## config.mk

```make
export PLATFORM = sky130hd
export DESIGN_NAME = data_mem_ctrl
export DESIGN_NICKNAME = d
export VERILOG_FILES = /design/src/rtl/data_mem_ctrl.sv
export SDC_FILE = /design/constraint.sdc
export NUM_CORES = 2
export LEC_CHECK = 0
export BUFFER_PORTS_ARGS = -buffer_cell sky130_fd_sc_hd__buf_2
export CORE_ASPECT_RATIO = 0.9
export CORE_UTILIZATION = 55
export DETAILED_ROUTE_END_ITERATION = 16
export HOLD_SLACK_MARGIN = 0.12
export MAX_ROUTING_LAYER = met4
export PLACE_DENSITY = 0.82
export SLEW_MARGIN = 25
export SYNTH_ARGS = -nofsm -noshare
export SYNTH_HDL_FRONTEND = slang
export SYNTH_SLANG_ARGS = --single-unit
```

## constraint.sdc

```tcl
create_clock -name clk -period 11.73 [get_ports clk]
set_clock_uncertainty 0.1 [all_clocks]
set_input_delay 0.5865 -clock clk [delete_from_list [all_inputs] [get_ports clk]]
set_output_delay 0.5865 -clock clk [all_outputs]
set_load 0.01 [all_outputs]
```

## src/rtl/data_mem_ctrl.sv

```systemverilog
// Single-port word memory with a fixed-latency read pipeline and a full-array
// zero-fill sweep that runs after reset and on request.
module data_mem_ctrl #(
  parameter int D   = 8,
  parameter int W   = 8,
  parameter int LAT = 1
) (
  input  logic         clk,
  input  logic         rst_n,
  input  logic         req,
  input  logic         we,
  input  logic [D-1:0] addr,
  input  logic [W-1:0] din,
  input  logic         clear,
  output logic         ready,
  output logic         rvalid,
  output logic [W-1:0] dout,
  output logic         busy
);

  localparam logic [0:0]   S_IDLE   = 1'b0;
  localparam logic [0:0]   S_CLEAR  = 1'b1;
  localparam logic [D-1:0] CNT_LAST = {D{1'b1}};
  localparam logic [D-1:0] CNT_ONE  = {{(D-1){1'b0}}, 1'b1};

  logic [0:0]   r_state;
  logic [D-1:0] r_cnt;
  logic [W-1:0] r_mem [2**D];
  logic [LAT-1:0] r_vld;
  logic [W-1:0] r_pdat [LAT];

  logic         w_accept;
  logic         w_rd;
  logic         w_mem_we;
  logic [D-1:0] w_mem_addr;
  logic [W-1:0] w_mem_wdata;

  // Handshake decode and the single memory write port shared by sweep and requests
  always_comb begin
    ready       = (r_state == S_IDLE) && !clear;
    busy        = (r_state == S_CLEAR);
    w_accept    = ready && req;
    w_rd        = w_accept && !we;
    w_mem_we    = 1'b0;
    w_mem_addr  = addr;
    w_mem_wdata = din;
    case (r_state)
      S_CLEAR: begin
        w_mem_we    = rst_n;
        w_mem_addr  = r_cnt;
        w_mem_wdata = {W{1'b0}};
      end
      S_IDLE: begin
        w_mem_we    = w_accept && we;
        w_mem_addr  = addr;
        w_mem_wdata = din;
      end
      default: begin
        w_mem_we    = 1'b0;
        w_mem_addr  = addr;
        w_mem_wdata = din;
      end
    endcase
  end

  // Sweep FSM: reset lands in CLEAR so every release zero-fills the array
  always_ff @(posedge clk or negedge rst_n) begin
    if (!rst_n) begin
      r_state <= S_CLEAR;
      r_cnt   <= {D{1'b0}};
    end else begin
      case (r_state)
        S_IDLE: begin
          if (clear) begin
            r_state <= S_CLEAR;
            r_cnt   <= {D{1'b0}};
          end
        end
        S_CLEAR: begin
          r_cnt <= r_cnt + CNT_ONE;
          if (r_cnt == CNT_LAST) begin
            r_state <= S_IDLE;
          end
        end
        default: begin
          r_state <= S_CLEAR;
          r_cnt   <= {D{1'b0}};
        end
      endcase
    end
  end

  // Storage array, deliberately without reset
  always_ff @(posedge clk) begin
    if (w_mem_we) begin
      r_mem[w_mem_addr] <= w_mem_wdata;
    end
  end

  // Read pipeline; a stage's data only moves with its valid so dout holds between reads
  always_ff @(posedge clk or negedge rst_n) begin
    if (!rst_n) begin
      r_vld <= {LAT{1'b0}};
      for (int i = 0; i < LAT; i++) begin
        r_pdat[i] <= {W{1'b0}};
      end
    end else begin
      r_vld[0] <= w_rd;
      if (w_rd) begin
        r_pdat[0] <= r_mem[addr];
      end
      for (int i = 1; i < LAT; i++) begin
        r_vld[i] <= r_vld[i-1];
        if (r_vld[i-1]) begin
          r_pdat[i] <= r_pdat[i-1];
        end
      end
    end
  end

  assign rvalid = r_vld[LAT-1];
  assign dout   = r_pdat[LAT-1];

endmodule
```

==> results.toml <==
[clock_tree]
cts_resized = 0
postCtsSetupRepairBufs = 0
max-clock-path-buffers = 3
clock_latency_ps = 830
cts_made_buffers = 190
cts_max_level = 4
cts_hold_buffers = 3
cts-root-buf = "clkbuf_16"
clock-sinks = 2066
path_clk_slew_ps = 60
cts_tree = "done"

[routing]
ant_nets = 0
dr.pass1.iters = 14
drt_iter0_markers = 7972
drcViolationCount = 2
routedWlPerCell_um = 33.7
wirelength_um = 210000
via_per_inst = 6.94
vias = 43309

[finish]
fillers = 9405
num-nets-final = 4138
final_util = 0.608
synthToLayoutAreaGrowth_pct = 9.58
layout_commonest_cell = "edfxtp_1"
instances_no_fill = 6240
final_cell_mix = "2048 x edfxtp_1, 332 x mux4_2, 307 x mux2i_1"
drive_above_1_share = 0.179

[yosys]
ys_seq_elements = 2066
synth-edff-count = 2048
synth_fp_nets = 4082
yosysSeqAreaShare = 0.763
synth_ff_type = "edfxtp_1"
ys_warn_count = 0
ys_async_sr_fraction = 0.00871
syn_area_mm2 = 0.0812
syn-instance-count = 4060
syn_avg_cell_area_um2 = 20.0
ys_types = 75

[setup_path]
end_kind = "flip-flop"
worstPathArrival_ps = 5600
worstSetupStartpointType = "flip-flop"
cp_max_fo = 38
critPathRequiredTime_ps = 12060
crit_type = "flip-flop to flip-flop"

[floorplanning]
die_w_um = 407
coreArea_mm2 = 0.146
dieArea_mm2 = 0.149
io_pins = 32
placementRows = 133
die-height_um = 367
initial_core_util = 0.555

[sta]
setup_tns_ps = 0
slew_violations = 0
fin_ws_ps = 6460
max_slew_margin = 0.205
min_period_over_period = 0.449
layout_min_cycle_time_ps = 5270
setup_viol = 0
worst_slew_pin_slew_ps = 1190
fmax_ghz = 0.190
hold_viol_final = 0
rsz0062_at_grt = "false"

[grt]
grtUsageTotal = 0.291
grt_pass1_vias = 42267
grt_pass1_wl_um = 300000
overflow = 0
grt_max_degree = 257
grt_antenna_before_repair = 11

[pwr]
power.density_mw_per_mm2 = 171
irDropWorstVdd_mv = 0.172
p_leak_nw = 28.6

[placed_design]
dp.cells = 5874
gp_congestion = 0.961
post-place-ws_ps = 6450
dp_hpwl_um = 120000
port_buffers = 31

[outcome]
outcome = "finished with violations"
failed_checks = "design-rule violations"

[hold_path]
hold_class = "input pin to flip-flop"

[run]
max_cap_viol_count = 0
final timing paths:
check	endpoint	slack [ps]	startpoint	cells after the start
max	r_mem[10][1]	6460	busy	4
min	r_mem[85][1]	190	din[1]	2
max reg2reg	r_mem[10][1]	6460	busy	4
min reg2reg	busy	500	r_cnt[6]	1
max in group asynchronous	dout[4]	10800	rst_n	2
min in group asynchronous	r_cnt[7]	240	rst_n	2
routing by layer:
layer  routed length [µm]  vias to the layer above  track usage
li1                     -                    16902            -
met1                71400                    21842        0.378
met2                96500                     3895        0.422
met3                31300                      670       0.0930
met4                10900                        0        0.126
met5                    0                        -            -
per-stage QoR:
stage               hold slack [ps]  power, mW  cell area, µm²
floorplan                       191       8.92           81200
global placement                451       9.25           82800
detailed placement              470       9.27           82800
CTS                             135       15.1           88800
global route                    168       15.5           89000
finish                          188       15.2           89000
Yosys cell counts, types with 14 or more instances:
library cell	count	area, µm²
inv_1	14	52.6
dfrtp_1	17	425
mux4_2	332	7480
o22ai_1	104	651
buf_6	28	315
clkbuf_1	58	218
nor3_1	36	180
nand3_1	24	120
o21ai_0	40	200
edfxtp_1	2048	61500
mux2i_1	307	3070
a31oi_1	20	125
a21oi_1	63	315
a22oi_1	61	458
mux4_1	36	946
a211oi_1	50	375
nor2_1	304	1140
nand2_1	130	488
buf_4	30	225
buf_8	17	255
o221ai_1	59	517
buf_12	15	300
buf_2	78	390
power breakdown:
part | leakage (nW) | internal [mW] | switching, mW
sequential | 19.2 | 8.11 | 0.0549
clock | 2.92 | 3.31 | 2.72
combinational | 6.48 | 0.281 | 0.727
total | 28.6 | 11.7 | 3.50
worst max-delay path: stages (launching register included):
cell	delay, ps
dfstp_2	1220
inv_1	580
o31ai_1	1010
nand2_1	860
nor2_1	1070
state kept, by name (all words and copies together), names as in the netlist:
name	count
r_mem	2048
r_cnt	8
dout	8
rvalid	1
busy	1
final cells by class:
| type | instances | area (µm²) | area share |
|---|---|---|---|
| multi-input cells | 1736 | 17600 | 0.197 |
| well taps | 1957 | 2450 | 0.0275 |
| diodes | 13 | 32.5 | 0.000366 |
| clock buffers | 243 | 5080 | 0.0571 |
| flip-flops and latches | 2066 | 62000 | 0.696 |
| inverters | 14 | 55.1 | 0.000619 |
| clock inverters | 103 | 880 | 0.00988 |
| repair buffers | 108 | 977 | 0.0110 |
cell families (layout without fill, tap and decap cells):
family	after synthesis	after routing	synth area share
buffers and inverters	258	468	0.0230
other	0	13	0
XOR/XNOR	1	1	0.000108
multiplexers	677	677	0.142
flip-flops	2066	2066	0.763
adder cells (fa/ha/maj)	1	1	0.000154
AND/OR/NAND/NOR	582	582	0.0310
AO/OA/AOI/OAI	475	475	0.0411
Note: power is estimated with default switching activity, not from simulation.
